## src/rtl/uart_rx_pkg.sv

```systemverilog
// Shared types and constants for the UART receive buffer controller.
// Holds state encodings, trigger-level codes and the layout of a FIFO entry.
package uart_rx_pkg;

  typedef enum logic [1:0] {
    ST_OFF  = 2'd0,
    ST_RUN  = 2'd1,
    ST_STOP = 2'd2
  } ctrl_state_e;

  typedef enum logic [1:0] {
    TRIG_1         = 2'b00,
    TRIG_4         = 2'b01,
    TRIG_8         = 2'b10,
    TRIG_NEAR_FULL = 2'b11
  } trig_level_e;

  localparam int ENTRY_W     = 10;
  localparam int RD_DATA_LSB = 0;
  localparam int RD_DATA_MSB = 7;
  localparam int RD_PE_BIT   = 8;
  localparam int RD_FE_BIT   = 9;

  // Occupancy at which the data interrupt asserts.
  function automatic int trig_threshold(input logic [1:0] lvl, input int depth);
    case (lvl)
      TRIG_1:  return 1;
      TRIG_4:  return 4;
      TRIG_8:  return 8;
      default: return depth - 2;
    endcase
  endfunction

endpackage

```

## src/rtl/uart_rx_fifo.sv

```systemverilog
// Synchronous FIFO for received characters: storage, wrapping pointers,
// occupancy count and registered read port.
module uart_rx_fifo
  import uart_rx_pkg::*;
#(
  parameter int DEPTH = 16,
  parameter int AW    = 4
) (
  input  logic               clk_i,
  input  logic               rst_ni,
  input  logic               push_i,
  input  logic               pop_i,
  input  logic               flush_i,
  input  logic [ENTRY_W-1:0] wr_data_i,
  output logic [ENTRY_W-1:0] rd_data_o,
  output logic               rd_valid_o,
  output logic [AW:0]        count_o,
  output logic               empty_o,
  output logic               full_o
);

  localparam logic [AW:0] FULL_CNT = (AW+1)'(DEPTH);

  logic [ENTRY_W-1:0] mem_q [DEPTH];
  logic [AW-1:0]      wr_ptr_q, rd_ptr_q;
  logic [AW:0]        count_q, count_d;
  logic [ENTRY_W-1:0] rd_data_q;
  logic               rd_valid_q;
  logic               do_push, do_pop;

  assign empty_o = (count_q == '0);
  assign full_o  = (count_q == FULL_CNT);

  // Flush beats both ports; a pop frees the slot a full-time push needs.
  assign do_pop  = pop_i & ~empty_o & ~flush_i;
  assign do_push = push_i & ~flush_i & (~full_o | do_pop);

  always_comb begin
    count_d = count_q;
    if (flush_i)                count_d = '0;
    else if (do_push && !do_pop) count_d = count_q + 1'b1;
    else if (do_pop && !do_push) count_d = count_q - 1'b1;
  end

  always_ff @(posedge clk_i or negedge rst_ni) begin
    if (!rst_ni) begin
      wr_ptr_q   <= '0;
      rd_ptr_q   <= '0;
      count_q    <= '0;
      rd_data_q  <= '0;
      rd_valid_q <= 1'b0;
    end else begin
      count_q    <= count_d;
      rd_valid_q <= do_pop;
      if (flush_i) begin
        wr_ptr_q <= '0;
        rd_ptr_q <= '0;
      end else begin
        if (do_push) wr_ptr_q <= wr_ptr_q + 1'b1;
        if (do_pop) begin
          rd_ptr_q  <= rd_ptr_q + 1'b1;
          rd_data_q <= mem_q[rd_ptr_q];
        end
      end
    end
  end

  always_ff @(posedge clk_i) begin
    if (do_push) mem_q[wr_ptr_q] <= wr_data_i;
  end

  assign rd_data_o  = rd_data_q;
  assign rd_valid_o = rd_valid_q;
  assign count_o    = count_q;

endmodule

```

## src/rtl/uart_rx_buffer_ctrl.sv

```systemverilog
// Receive-side controller: gates the Rx engine, buffers completed characters
// with their error flags, and raises data/timeout/error interrupts.
module uart_rx_buffer_ctrl
  import uart_rx_pkg::*;
#(
  parameter int DEPTH = 16,
  parameter int AW    = 4
) (
  input  logic               CLK,
  input  logic               RESETn,
  input  logic               Enable,
  input  logic               Flush,
  input  logic               ErrClr,
  input  logic [1:0]         TrigLevel,
  input  logic               RxDone,
  input  logic               RxBusy,
  input  logic               RxTimeOut,
  input  logic               ParityError,
  input  logic               FrameError,
  input  logic [7:0]         RxData,
  output logic               RxEn,
  input  logic               RdReq,
  output logic [ENTRY_W-1:0] RdData,
  output logic               RdValid,
  output logic [AW:0]        Count,
  output logic               Empty,
  output logic               Full,
  output logic               Overrun,
  output logic               IrqData,
  output logic               IrqTimeout,
  output logic               IrqErr,
  output logic [1:0]         DbgState
);

  ctrl_state_e        state_q, state_d;
  logic               rx_done_q, rx_to_q;
  logic               overrun_q, overrun_d;
  logic               irq_data_q, irq_data_d;
  logic               irq_to_q, irq_to_d;
  logic               irq_err_q, irq_err_d;
  logic               push_stb, pop_fire, to_rise, ovr_set, err_set;
  logic [ENTRY_W-1:0] wr_entry;
  logic [AW:0]        thr;

  // Pop handshake: RdReq is a request with no ready; it is honoured whenever the
  // FIFO is non-empty and no Flush is present, answered by a one-cycle RdValid.
  assign push_stb = RxDone & ~rx_done_q & (state_q != ST_OFF);
  assign pop_fire = RdReq & ~Empty & ~Flush;
  assign to_rise  = RxTimeOut & ~rx_to_q;
  assign ovr_set  = push_stb & ~Flush & Full & ~RdReq;
  assign err_set  = (push_stb & ~Flush & (ParityError | FrameError)) | ovr_set;
  assign thr      = (AW+1)'(trig_threshold(TrigLevel, DEPTH));

  always_comb begin
    wr_entry                          = '0;
    wr_entry[RD_DATA_MSB:RD_DATA_LSB] = RxData;
    wr_entry[RD_PE_BIT]               = ParityError;
    wr_entry[RD_FE_BIT]               = FrameError;
  end

  uart_rx_fifo #(.DEPTH(DEPTH), .AW(AW)) u_fifo (
    .clk_i      (CLK),
    .rst_ni     (RESETn),
    .push_i     (push_stb),
    .pop_i      (RdReq),
    .flush_i    (Flush),
    .wr_data_i  (wr_entry),
    .rd_data_o  (RdData),
    .rd_valid_o (RdValid),
    .count_o    (Count),
    .empty_o    (Empty),
    .full_o     (Full)
  );

  always_ff @(posedge CLK or negedge RESETn) begin
    if (!RESETn) state_q <= ST_OFF;
    else         state_q <= state_d;
  end

  // STOP keeps the engine enabled until the in-flight frame finishes.
  always_comb begin
    state_d = state_q;
    case (state_q)
      ST_OFF:  if (Enable) state_d = ST_RUN;
      ST_RUN:  if (!Enable) state_d = RxBusy ? ST_STOP : ST_OFF;
      ST_STOP: begin
        if (Enable)       state_d = ST_RUN;
        else if (!RxBusy) state_d = ST_OFF;
      end
      default: state_d = ST_OFF;
    endcase
  end

  always_comb begin
    RxEn = 1'b0;
    if (state_q != ST_OFF) RxEn = 1'b1;
  end

  always_comb begin
    overrun_d = overrun_q;
    if (Flush)        overrun_d = 1'b0;
    else if (ovr_set) overrun_d = 1'b1;
    else if (ErrClr)  overrun_d = 1'b0;

    irq_err_d = irq_err_q;
    if (err_set)     irq_err_d = 1'b1;
    else if (ErrClr) irq_err_d = 1'b0;

    irq_to_d = irq_to_q;
    if (Flush || pop_fire || state_q == ST_OFF) irq_to_d = 1'b0;
    else if (to_rise && Count != '0)            irq_to_d = 1'b1;

    irq_data_d = (Count >= thr);
  end

  always_ff @(posedge CLK or negedge RESETn) begin
    if (!RESETn) begin
      rx_done_q  <= 1'b0;
      rx_to_q    <= 1'b0;
      overrun_q  <= 1'b0;
      irq_err_q  <= 1'b0;
      irq_to_q   <= 1'b0;
      irq_data_q <= 1'b0;
    end else begin
      rx_done_q  <= RxDone;
      rx_to_q    <= RxTimeOut;
      overrun_q  <= overrun_d;
      irq_err_q  <= irq_err_d;
      irq_to_q   <= irq_to_d;
      irq_data_q <= irq_data_d;
    end
  end

  assign Overrun    = overrun_q;
  assign IrqErr     = irq_err_q;
  assign IrqTimeout = irq_to_q;
  assign IrqData    = irq_data_q;
  assign DbgState   = state_q;

endmodule
```

## config.mk

```make
export PLATFORM = sky130hd
export DESIGN_NAME = uart_rx_buffer_ctrl
export DESIGN_NICKNAME = d
export VERILOG_FILES = /design/src/rtl/uart_rx_pkg.sv /design/src/rtl/uart_rx_fifo.sv /design/src/rtl/uart_rx_buffer_ctrl.sv
export SDC_FILE = /design/constraint.sdc
export NUM_CORES = 1
export LEC_CHECK = 0
export ABC_AREA = 1
export BUFFER_PORTS_ARGS = -buffer_cell sky130_fd_sc_hd__buf_2
export CORE_MARGIN = 2
export CORE_UTILIZATION = 40
export DETAILED_ROUTE_END_ITERATION = 8
export HOLD_SLACK_MARGIN = 0.1
export MAX_ROUTING_LAYER = met4
export SYNTH_ARGS = -nofsm -noshare
export SYNTH_HDL_FRONTEND = slang
export SYNTH_SLANG_ARGS = --single-unit
```

## constraint.sdc

```tcl
create_clock -name CLK -period 2.1 [get_ports CLK]
set_input_delay 0.105 -clock CLK [delete_from_list [all_inputs] [get_ports CLK]]
set_output_delay 0.105 -clock CLK [all_outputs]
set_load 0.005 [all_outputs]
```

### Word-level counts from Yosys, hierarchy flattened

Memories as Yosys holds them, arrays and structs flattened. A register that Yosys moved wholly into a read port is not among the register bits.
Index checks and enable logic that the tools add are counted.
W data, S select, Z words.

| operators by class | value |
|---|---|
| $lt $le $gt $ge | 1 |
| eq/ne operators | 8 |
| bitwise logic cells | 19 |
| mux-type cells | 23 |
| $add $sub $neg | 4 |
| reduce and logical (&&, ||, !) cells | 21 |

Operator list:

| cell | count |
|---|---|
| $mux W4 | 4 |
| $mux W5 | 3 |
| $pmux W4 S3 | 1 |
| $and A1 B1 Y1 | 10 |
| $mux W2 | 5 |
| $reduce_bool A2 Y1 | 5 |
| $mux W1 | 9 |
| $add A4 B1 Y4 const B | 2 |
| $not A1 Y1 | 6 |
| $pmux W2 S3 | 1 |
| $reduce_bool A3 Y1 | 2 |
| $add A5 B1 Y5 const B | 1 |
| $eq A5 B5 Y1 const B | 1 |
| $ge A5 B5 Y1 | 1 |
| $logic_not A5 Y1 | 1 |
| $reduce_bool A5 Y1 | 1 |
| $sub A5 B1 Y5 const B | 1 |
| $eq A2 B1 Y1 const B | 2 |
| $eq A2 B2 Y1 const B | 2 |
| $logic_not A2 Y1 | 2 |
| $ne A2 B2 Y1 const B | 2 |
| $logic_and A1 B1 Y1 | 3 |
| $logic_not A1 Y1 | 3 |
| $ne A3 B3 Y1 const B | 1 |
| 4 further kinds | 7 |

| storage, ports and cells | value |
|---|---|
| output and inout bits | 25 |
| logic and storage cells | 88 |
| register bits | 22 |
| memories kept | 1 |
| memory bits (writable) | 160 |
| bits of input ports | 21 |

Memories:

| name | words | width | read ports | clocked after memory_dff | wr ports | RTL line | text |
|---|---|---|---|---|---|---|---|
| u_fifo.mem_q | 16 | 10 | 1 | 1 | 1 | uart_rx_fifo.sv:24 | `logic [ENTRY_W-1:0] mem_q [DEPTH];` |

### Longest topological paths before layout

Gate-level depths: netlist of run 1.

| logic depth | value |
|---|---|
| depth in word-level cells | 11 |
| mapped depth | 15 |
| depth with buffers taken out | 15 |

### By module

A second synthesis of run 1 with hierarchy kept.

| second synthesis, totals | value |
|---|---|
| cells, all modules | 865 |
| area total of the unflattened synthesis | 8687.1 um2 |

Modules (own cells, without submodules):

| module | seq. area each (um2) | cells each | area each (um2) | instances |
|---|---|---|---|---|
| uart_rx_fifo | 5405.2 | 808 | 8232.9 | 1 |
| uart_rx_buffer_ctrl | 200.2 | 57 | 454.2 | 1 |

### Worst setup path before layout of run 1

OpenSTA, ideal clock, no wires.

| path | value |
|---|---|
| kind | register -> register |
| from | register u_fifo.count_q[1] (netlist: u_fifo.count_o[1]) |
| to | register u_fifo.count_q[4] (netlist: u_fifo.count_o[4]) |
| setup time | 0.117 ns |
| stages on the path, launching flop included | 14 |
| period minus slack after synthesis | 2.032 ns |
| arrival time | 1.915 ns |
| path slack | 0.068 ns |
| required time | 1.983 ns |
| buffers on the path | 0 |
| path through | dfrtp_1 -> nor2_2 -> nand3_2 -> nand3_2 -> nand3_4 -> fa_1 -> nand3_1 -> nand3_1 -> nand2_1 -> inv_1 -> nand2_1 -> nand2_1 -> nand2_1 -> nand2_1 |

| on the way | value |
|---|---|
| longest elaborated chain between the ends | 9 |
| elaborated cells on any way between the ends | 18 |
| those cells by class | 2 x add/sub; 1 x eq/ne; 3 x mux; 6 x bitwise; 6 x reduce/logical |

Ends and longest elaborated chain:

| what | RTL line | text |
|---|---|---|
| start: declaration | uart_rx_fifo.sv:26 | `logic [AW:0] count_q, count_d;` |
| start signal: assignment | uart_rx_fifo.sv:53 | `count_q <= count_d;` |
| $logic_not A5 Y1 | uart_rx_fifo.sv:31 | `assign empty_o = (count_q == '0);` |
| $not A1 Y1 | uart_rx_fifo.sv:35 | `assign do_pop = pop_i & ~empty_o & ~flush_i;` |
| $and A1 B1 Y1 (2 in series) | uart_rx_fifo.sv:35 |  |
| $or A1 B1 Y1 | uart_rx_fifo.sv:36 | `assign do_push = push_i & ~flush_i & (~full_o \| do_pop);` |
| $and A1 B1 Y1 | uart_rx_fifo.sv:36 |  |
| $logic_and A1 B1 Y1 or $logic_not A1 Y1 (tied branches) | uart_rx_fifo.sv:41, uart_rx_fifo.sv:42 |  |
| $mux W5 or $logic_and A1 B1 Y1 (tied branches) | uart_rx_fifo.sv:41, uart_rx_fifo.sv:42 |  |
| $mux W5 or $reduce_bool A3 Y1 (tied branches) | -- |  |

Several ways; a longest one is shown, not always the timed one. The select of a mux whose other input is x is not followed.
A chain may end at the register's enable or synchronous reset.

### Final worst setup path of run 1

| path | value |
|---|---|
| from | register state_q[1] (netlist: DbgState[1]) |
| to | register u_fifo.count_q[4] (netlist: u_fifo.count_o[4]) |

| on the way | value |
|---|---|
| longest elaborated chain between the ends | 7 |
| elaborated cells on any way between the ends | 10 |
| those cells by class | 2 x mux; 3 x bitwise; 5 x reduce/logical |

Ends and longest elaborated chain:

| what | RTL line | text |
|---|---|---|
| start: declaration | uart_rx_buffer_ctrl.sv:35 | `ctrl_state_e state_q, state_d;` |
| start signal: assignment | uart_rx_buffer_ctrl.sv:77 | `else state_q <= state_d;` |
| $reduce_bool A2 Y1 * | uart_rx_buffer_ctrl.sv:47 | `assign push_stb = RxDone & ~rx_done_q & (state_q != ST_OFF);` |
| $and A1 B1 Y1 * | uart_rx_buffer_ctrl.sv:47 |  |
| $and A1 B1 Y1 * (2 in series) | uart_rx_fifo.sv:36 |  |
| $logic_and A1 B1 Y1 or $logic_not A1 Y1 (tied branches) | uart_rx_fifo.sv:41, uart_rx_fifo.sv:42 |  |
| $mux W5 or $logic_and A1 B1 Y1 (tied branches) | uart_rx_fifo.sv:41, uart_rx_fifo.sv:42 |  |
| $mux W5 or $reduce_bool A3 Y1 (tied branches) | -- |  |

Mark *: on every way between the ends. The rest lies on a longest branch, timed or not.

==> out/metrics.cfg, run 1 <==
[cts]
clkTransAtPathRegs_ns=0.07
cts_root_buf=clkbuf_16
cts_buffer_depth=2
cts_tree=built
clock_latency_ns=0.43
clock-sinks=192
cts_buffers=17
htreeDepth=4
post_cts_buffers=0

[place]
pre_cts_ws_ns=0.101
dp.cells=1056
gp_congestion=0.788
dpl_cell_area_um2=8860
io_buffers=45
dpl.hpwl_um=11400

[synthesis]
synth_seq_area_share=0.689
netlist.area_leader.share=0.590
synthTopCellsByCount=edfxtp_1, nand2_1, nor2_1
ys_ff_latch=192
synth.most_common_cell=edfxtp_1
ys_async_sr_fraction=0.167
syn-num-nets=772
ys_warn_count=0
yosysUniqueCellTypes=31
synthCells=737
synth_edf_count=160
synthFlopType=edfxtp_1
synth_area_per_cell_um2=11.0
synthTopCellsByArea=edfxtp_1, dfrtp_1, nand2_1, nor2_1, nand3_1
yosys.area.top_type=edfxtp_1
synth_area_um2=8140

[route]
first_iter_violations=432
wl_um=18600
vias=5489
drc=0
route.antenna.remaining_nets=0
dr.pass1.iters=5
viasPerCell=4.96
wire_per_inst_um=16.8

[floorplan]
die_area_um2=21500
rows=52
core_region_area_um2=20100
pin_count=46
start_util=0.405
fp.dieW_um=147
die_h_um=147

[cells_and_area]
layout-drive-gt1-share=0.166
final_cell_area_um2=9600
fin_cells=1106
antenna_cells=0
nets=859
syn_to_final_growth_pct=18.0

[min_path]
holdCritPathClass=input port to flop
min_from=TrigLevel[0]

[global_routing]
grt_use_total=0.186
grt_pass1_wl_um=29000
overflow=0
antenna_found_initial=0
grt_max_degree=63
grt_pass1_vias=5292

[timing]
hold_viol=0
finalWorstSetupSlack_ns=0.160
clock-skew-final_ns=0.00726
finalCritPeriodShare=0.924
setup_viol=0
tightest_slew_ns=0.765
period_minus_slack_ns=1.94
timing.fmax_ghz=0.515
maxSlewViolCount=0
max_slew_margin=0.490

[worst_setup_path]
endpoint_kind=flop
path_class=flop to flop
start_kind=flop
critPathSlowestCell=fa_1
max_stage_delay_ns=0.42
cp_max_fo=5
cp.required_ns=2.42
rr_startpoint=DbgState[1]
cpMostUsedCell=nand2_1
crit_start=DbgState[1]
crit_chain=nor2_2 -> inv_1 -> nand3_2 -> inv_2 -> nand3_4 -> fa_1 -> nand3_1 -> nand3_1 -> nand2_1 -> inv_1 -> nand2_1 -> nand2_1 -> nand2_1 -> nand2_1
crit_arrival_ns=2.26

[pwr]
vdd_ir_drop_max_mv=0.636
powerDensity_nw_per_um2=1010
p_leak_nw=3.75
power_mw=9.69

[flow_run]
drv_cap=0

[outcome]
status=complete, no violations

==> kinds of logic after synthesis <==
logic type	Yosys count	share of synthesized area
buf+inv	59	0.0357
compound gates	80	0.0517
flops	192	0.689
simple gates	390	0.199
fa+ha+maj	14	0.0224
xor+xnor	2	0.00215
==> cell usage in the layout (no fill, tap or decap), drive strengths merged, types with 4 or more instances in the layout <==
master,count
a21oi,6
o21ai,70
dlygate4sd3,19
buf,84
nand2,161
inv,25
nand3,78
clkbuf,18
edfxtp,160
nor2,147
dfrtp,32
clkinv,9
ha,13
nor3,4
==> critical path: cells and delay by family (launching register included) <==
family / cells / cell delay, ns
buffers and inverters: 3 / 0.24
adders and majority gates: 1 / 0.42
and+or+nand+nor: 10 / 0.79
DFF: 1 / 0.39
==> flip-flops by register name, summed over array words and instances, names as in the netlist, 2 cells and up <==
register,flops
DbgState,2
u_fifo.count_o,5
u_fifo.mem_q,160
u_fifo.rd_data_o,10
u_fifo.rd_ptr_q,4
u_fifo.wr_ptr_q,4
==> through the flow <==
step / hold WS, ns / util / TNS [ns]
2_1_floorplan: -0.191 / - / 0
3_5_place_dp: 0.220 / 0.441 / 0
4_1_cts: 0.102 / 0.477 / 0
6_report: 0.111 / 0.478 / 0
5_1_grt: 0.127 / 0.478 / -0.0194
3_3_place_gp: 0.214 / 0.441 / 0
==> metal layers <==
| metal | vias to the layer above | wire [um] | track usage |
|---|---|---|---|
| li1 | 2686 | - | - |
| met1 | 2647 | 8050 | 0.230 |
| met3 | 34 | 657 | 0.0281 |
| met5 | - | 0 | - |
| met2 | 122 | 9240 | 0.299 |
| met4 | 0 | 628 | 0.0951 |
==> layout make-up <==
class | count | area [um2]
clock buffers | 18 | 429
clock inverters | 13 | 118
fillers | 1817 | 10500
inverters | 24 | 92.6
multi-input cells | 486 | 2250
flip-flops and latches | 192 | 5610
well taps | 270 | 338
repair buffers | 103 | 771
==> timing repair <==
action / CTS / global route
resized for setup: 0 / 3
hold buffers: 19 / 0
endpoints found under the hold margin: 156 / 0
setup endpoints to repair: 0 / 2
==> final timing paths <==
path / endpoint / slack [ns] / cells after the start
setup / recovery: u_fifo.count_o[4] / 0.16 / 14
hold / removal: IrqData / 0.11 / 5
max in group asynchronous: u_fifo.rd_ptr_q[0] / 1.28 / 2
min in group asynchronous: u_fifo.rd_ptr_q[3] / 0.28 / 2
hold reg to reg: u_fifo.rd_data_o[0] / 0.47 / 2
setup reg to reg: u_fifo.count_o[4] / 0.16 / 14
==> power breakdown <==
| part | internal (mW) | switching, mW | leakage (nW) |
|---|---|---|---|
| sequential | 4.30 | 0.113 | 1.85 |
| clock | 1.63 | 1.36 | 0.266 |
| combinational | 0.869 | 1.42 | 1.63 |
| total | 6.80 | 2.89 | 3.75 |
(Power assumes the default switching activity.)
==> run 2, diff against run 1 <==
--- a/config.mk
+++ b/config.mk
@@ -6,10 +6,11 @@
 export NUM_CORES = 1
 export LEC_CHECK = 0
 export ABC_AREA = 1
-export BUFFER_PORTS_ARGS = -buffer_cell sky130_fd_sc_hd__buf_2
 export CORE_MARGIN = 2
-export CORE_UTILIZATION = 40
+export CORE_UTILIZATION = 30
+export CTS_CLUSTER_SIZE = 24
 export DETAILED_ROUTE_END_ITERATION = 8
+export DONT_BUFFER_PORTS = 1
 export HOLD_SLACK_MARGIN = 0.1
 export MAX_ROUTING_LAYER = met4
 export SYNTH_ARGS = -nofsm -noshare
==> run 2 against run 1 <==
Die area grew 32%. Combinational power shrank 3%. Cell area shrank 0.13%. Critical path depth shrank 7. Clock-buffer cell count grew 1. Largest cell class unchanged.
==> out/metrics.cfg, run 2 (synthesis results as in run 1) <==
[route]
dr.pass1.iters=6  ; was 5
first_iter_violations=349  ; was 432
route.antenna.remaining_nets=0  ; unchanged
wl_um=19200  ; was 18,600 um
drc=0  ; unchanged
wire_per_inst_um=16.8  ; about the same
viasPerCell=4.72  ; was 4.96
vias=5398  ; was 5,489

[worst_setup_path]
start_kind=flop  ; unchanged
endpoint_kind=flop  ; unchanged
path_class=flop to flop  ; unchanged
crit_start=u_fifo.count_o[1]  ; was DbgState[1]
cp_max_fo=5  ; unchanged
cp.required_ns=2.42  ; about the same
rrSetupSlack_ns=0.13  ; was 0.16 ns
rr_startpoint=u_fifo.count_o[1]  ; was DbgState[1]
crit_arrival_ns=2.28  ; was 2.26 ns

[global_routing]
grt_max_degree=61  ; was 63
grt_use_total=0.144  ; was 0.186
grt_pass1_wl_um=30000  ; was 29,000 um
grt_pass1_vias=5287  ; was 5,292
overflow=0  ; unchanged
antenna_found_initial=0  ; unchanged

[timing]
hold_viol=0  ; unchanged
max_slew_margin=0.470  ; was 0.490
maxSlewViolCount=0  ; unchanged
timing.fmax_ghz=0.508  ; was 0.515 GHz
finalCritPeriodShare=0.937  ; was 0.924
clock-skew-final_ns=0.0109  ; was 0.00726 ns
tightest_slew_ns=0.793  ; was 0.765 ns
setup_viol=0  ; unchanged
period_minus_slack_ns=1.97  ; was 1.94 ns

[cells_and_area]
final_cell_area_um2=9590  ; was 9600 um2
nets=824  ; was 859
regMostFlops=u_fifo.mem_q  ; unchanged
final_util=0.358  ; was 0.478
layout_commonest_cell=edfxtp_1  ; unchanged
largest_reg_flops=160  ; unchanged
syn_to_final_growth_pct=17.9  ; was 18.0%
layout-drive-gt1-share=0.125  ; was 0.166
antenna_cells=0  ; unchanged
final_cell_mix=edfxtp_1, nand2_1, nor2_1  ; unchanged

[pwr]
p_leak_nw=3.61  ; was 3.75 nW
powerDensity_nw_per_um2=1020  ; was 1010 nW/um2
vdd_ir_drop_max_mv=0.584  ; was 0.636 mV

[cts]
clock-sinks=192  ; unchanged
clock_latency_ns=0.44  ; was 0.43 ns
cts_buffer_depth=2  ; unchanged
cts_tree=built  ; unchanged
htreeDepth=4  ; unchanged
clkTransAtPathRegs_ns=0.06  ; was 0.07 ns
cts_buffers=17  ; unchanged
cts_root_buf=clkbuf_16  ; unchanged

[floorplan]
start_util=0.304  ; was 0.405
die_area_um2=28500  ; was 21,500 um2
core_region_area_um2=26800  ; was 20,100 um2
pin_count=46  ; unchanged
die_h_um=169  ; was 147 um
rows=60  ; was 52
fp.dieW_um=169  ; was 147 um

[place]
io_buffers=0  ; was 45
dpl.hpwl_um=12400  ; was 11,400 um
dpl_cell_area_um2=8730  ; was 8860 um2
gp_congestion=0.844  ; was 0.788

[outcome]
status=complete, no violations  ; unchanged

[flow_run]
drv_cap=0  ; unchanged

[min_path]
holdCritPathClass=input port to flop  ; unchanged
min_from=Flush  ; was TrigLevel[0]

==> run 2: cell count changes in the layout (fill, tap and decap cells not counted), moves of 2 or more <==
cell | previous run | this run
inv_8 | 0 | 4
buf_2 | 45 | 0
clkinv_4 | 5 | 1
buf_4 | 34 | 38
clkinv_2 | 4 | 2
clkinv_1 | 0 | 2
dlygate4sd3_1 | 19 | 24
==> run 2: worst paths after layout <==
check	end	cells past startpoint
worst max-delay path	IrqData	7
worst min-delay path	IrqErr	5
worst max register to register	IrqData	7
worst min register to register	u_fifo.rd_data_o[9]	2
max in group asynchronous	u_fifo.rd_valid_o	4
min in group asynchronous	u_fifo.rd_data_o[3]	3
==> run 2: metrics by stage <==
step           instances  power [mW]  worst slack (ns)  hold WS [ns]  TNS (ns)
2_1_floorplan        737        5.98            0.0680        -0.191         0
3_3_place_gp        1084        6.57             0.156        -0.190         0
3_5_place_dp        1084        6.58             0.108        -0.190         0
4_1_cts             1141        9.79            0.0838         0.119         0
5_1_grt             1143        10.3          -0.00780         0.135  -0.00780
6_report            1143        9.77             0.132         0.114         0
==> run 2: power by group <==
part | switching, mW | internal (mW) | leakage (nW)
clock network | 1.44 | 1.66 | 0.274
logic | 1.39 | 0.818 | 1.49
registers | 0.161 | 4.30 | 1.85
==> run 2: routing by layer <==
layer  track usage  share of wire  wire length (um)
met4        0.0484          0.019               364
met2         0.246           0.52              9980
met1         0.172           0.43              8290
met3        0.0241          0.030               567
met5             -              0                 0
==> run 2: timing repair <==
action	4_1_cts	5_1_grt
endpoints found under the hold margin	223	0
gates resized for setup	0	8
hold buffers	25	0
setup buffers	0	2
setup endpoints to repair	0	2
==> run 2: cell type report <==
type / instances / area [um2]
fillers: 2561 / 17200
well taps: 341 / 427
multi-input cells: 486 / 2270
inverters: 24 / 92.6
repair buffers: 68 / 637
flip-flops and latches: 192 / 5610
clock buffers: 19 / 433
clock inverters: 13 / 126
==> run 2: critical path: stages (launching register included) <==
cell	delay, ns
dfrtp_1	0.40
buf_4	0.17
ha_1	0.28
a21boi_0	0.13
o21a_1	0.19
o21ai_2	0.10
nand2_1	0.05
dlygate4sd3_1	0.54
==> run 3, diff against run 2 <==
--- a/config.mk
+++ b/config.mk
@@ -11,8 +11,11 @@
 export CTS_CLUSTER_SIZE = 24
 export DETAILED_ROUTE_END_ITERATION = 8
 export DONT_BUFFER_PORTS = 1
+export GPL_TIMING_DRIVEN = 0
 export HOLD_SLACK_MARGIN = 0.1
 export MAX_ROUTING_LAYER = met4
+export RECOVER_POWER = 100
+export SLEW_MARGIN = 25
 export SYNTH_ARGS = -nofsm -noshare
 export SYNTH_HDL_FRONTEND = slang
 export SYNTH_SLANG_ARGS = --single-unit
==> run 3 against run 2 <==
Combinational power grew 10%. Wire length grew 13%. Die area is the same. Clock power grew 7.4%. Worst setup slack lost 0.057 ns. Largest power group unchanged. Critical path type unchanged. Fmax shrank 2.8%. Worst hold slack lost 0.0086 ns. Power grew 5.2%.
==> out/metrics.cfg, run 3 (synthesis results as in run 1) <==
[place]
gp_congestion=0.914  ; was 0.844
dp.cells=1078  ; was 1,084
dpl.hpwl_um=14300  ; was 12,400 um
pre_cts_ws_ns=-0.393  ; was 0.108 ns
io_buffers=0  ; unchanged

[cts]
cts_tree=built  ; unchanged
cts_root_buf=clkbuf_16  ; unchanged
clock-sinks=192  ; unchanged
cts_buffers=17  ; unchanged
clkTransAtPathRegs_ns=0.07  ; was 0.06 ns
cts_buffer_depth=2  ; unchanged
clock_latency_ns=0.43  ; was 0.44 ns
htreeDepth=4  ; unchanged

[route]
dr.pass1.iters=6  ; unchanged
wire_per_inst_um=18.8  ; was 16.8 um
route.antenna.remaining_nets=0  ; unchanged
drc=0  ; unchanged
viasPerCell=4.78  ; was 4.72
wl_um=21800  ; was 19,200 um
first_iter_violations=585  ; was 349
vias=5534  ; was 5,398

[floorplan]
start_util=0.304  ; unchanged
die_h_um=169  ; unchanged
fp.dieW_um=169  ; unchanged
die_area_um2=28500  ; unchanged
pin_count=46  ; unchanged
core_region_area_um2=26800  ; unchanged
rows=60  ; unchanged

[cells_and_area]
nets=838  ; was 824
final_util=0.370  ; was 0.358
layout-drive-gt1-share=0.162  ; was 0.125
fin_cells=1157  ; was 1,143
antenna_cells=0  ; unchanged
final_cell_mix=edfxtp_1, nand2_1, nor2_1  ; unchanged
regMostFlops=u_fifo.mem_q  ; unchanged
largest_reg_flops=160  ; unchanged
syn_to_final_growth_pct=21.7  ; was 17.9%
layout_commonest_cell=edfxtp_1  ; unchanged

[worst_setup_path]
cp_max_fo=6  ; was 5
max_stage_delay_ns=0.49  ; was 0.54 ns
path_class=flop to flop  ; unchanged
critPathSlowestCell=dfrtp_2  ; was dlygate4sd3_1
cpMostUsedCell=nand2_1
endpoint_kind=flop  ; unchanged
start_kind=flop  ; unchanged
crit_chain=nor2_4 -> nand3_4 -> nand3_4 -> nand3_4 -> fa_2 -> nand3_2 -> nand2_1 -> nand2_1 -> nand2_2 -> nand3_2 -> nand2_1 -> nand2_1 -> nand2_1  ; was buf_4 -> ha_1 -> a21boi_0 -> o21a_1 -> o21ai_2 -> nand2_1 -> dlygate4sd3_1
crit_arrival_ns=2.35  ; was 2.28 ns
cp.required_ns=2.42  ; about the same

[timing]
finalCritPeriodShare=0.964  ; was 0.937
max_slew_margin=0.0173  ; was 0.470
tightest_slew_ns=1.47  ; was 0.793 ns
maxSlewViolCount=0  ; unchanged
finalWorstSetupSlack_ns=0.0756  ; was 0.132 ns
timing.fmax_ghz=0.494  ; was 0.508 GHz
clock-skew-final_ns=0.0112  ; was 0.0109 ns
period_minus_slack_ns=2.02  ; was 1.97 ns
setup_viol=0  ; unchanged
hold_viol=0  ; unchanged
rsz0062_at_grt=true

[pwr]
p_leak_nw=3.67  ; was 3.61 nW
power_mw=10.3  ; was 9.77 mW
vdd_ir_drop_max_mv=0.657  ; was 0.584 mV
powerDensity_nw_per_um2=1040  ; was 1020 nW/um2

[outcome]
status=complete, no violations  ; unchanged

[global_routing]
grt_use_total=0.161  ; was 0.144
grt_pass1_wl_um=32800  ; was 30,000 um
antenna_found_initial=0  ; unchanged
grt_max_degree=33  ; was 61
grt_pass1_vias=5290  ; was 5,287
overflow=0  ; unchanged

[flow_run]
drv_cap=0  ; unchanged

[min_path]
holdCritPathClass=input port to flop  ; unchanged

==> run 3: changes by cell type in the layout (fill, tap and decap cells not counted), sizes merged <==
| cell | delta |
|---|---|
| clkinv | -2 |
| buf | +2 |
| clkinvlp | +1 |
| clkbuf | +9 |
| dlymetal6s4s | +1 |
| dlygate4sd3 | +1 |
| bufinv | +2 |
==> run 3: cell type report <==
cell class	count	area [um2]
Sequential cell	192	5610
Clock buffer	18	429
Buffer	35	196
Clock inverter	14	178
Fill cell	2508	16900
Multi-Input combinational cell	486	2440
Inverter	24	92.6
Timing Repair Buffer	47	537
Tap cell	341	427
==> run 3: repair_timing <==
action / 4_1_cts / 5_1_grt
gates cloned: 0 / 0
setup buffers: 2 / 19
hold buffers: 26 / 0
hold endpoints to repair: 219 / 0
pin swaps: 0 / 22
gates resized for setup: 33 / 20
setup endpoints to repair: 162 / 134
==> run 3: worst max-delay path: cells and delay by family, from the launching register on <==
kind / cells / cell delay (ns)
DFF: 1 / 0.49
adders and majority gates: 1 / 0.40
and+or+nand+nor: 12 / 1.00
==> run 3: report_power, final <==
part | switching, mW | total [mW] | internal, mW
Sequential | 0.213 | 4.52 | 4.31
Clock | 1.44 | 3.33 | 1.90
Combinational | 1.52 | 2.43 | 0.904
Total | 3.17 | 10.3 | 7.11
==> run 3: metal layers <==
layer	global-route usage	vias to the layer above	wire length [um]
met5	-	-	0
met3	0.0220	39	911
met2	0.252	162	10500
met1	0.208	2677	9510
met4	0.0780	0	832
li1	-	2656	-
==> run 3: final timing paths <==
kind | startpoint | slack, ns | depth (start not counted) | end
min in group asynchronous | RESETn | 0.69 | 2 | DbgState[0]
min | RdReq | 0.11 | 5 | u_fifo.wr_ptr_q[2]
min reg2reg | u_fifo.rd_data_o[8] | 0.52 | 2 | u_fifo.rd_data_o[8]
max reg2reg | u_fifo.count_o[2] | 0.08 | 13 | u_fifo.count_o[4]
max in group asynchronous | RESETn | 0.44 | 2 | u_fifo.count_o[2]
max | u_fifo.count_o[2] | 0.08 | 13 | u_fifo.count_o[4]
==> run 3: through the flow <==
stage          setup TNS (ns)  hold WS, ns  cell area, um2
2_1_floorplan               0       -0.191            8140
3_3_place_gp           -37.70       -0.190            8560
3_5_place_dp           -44.61       -0.190            8560
4_1_cts                 -3.69        0.108            9580
5_1_grt                -0.657        0.128            9910
6_report                    0        0.105            9910
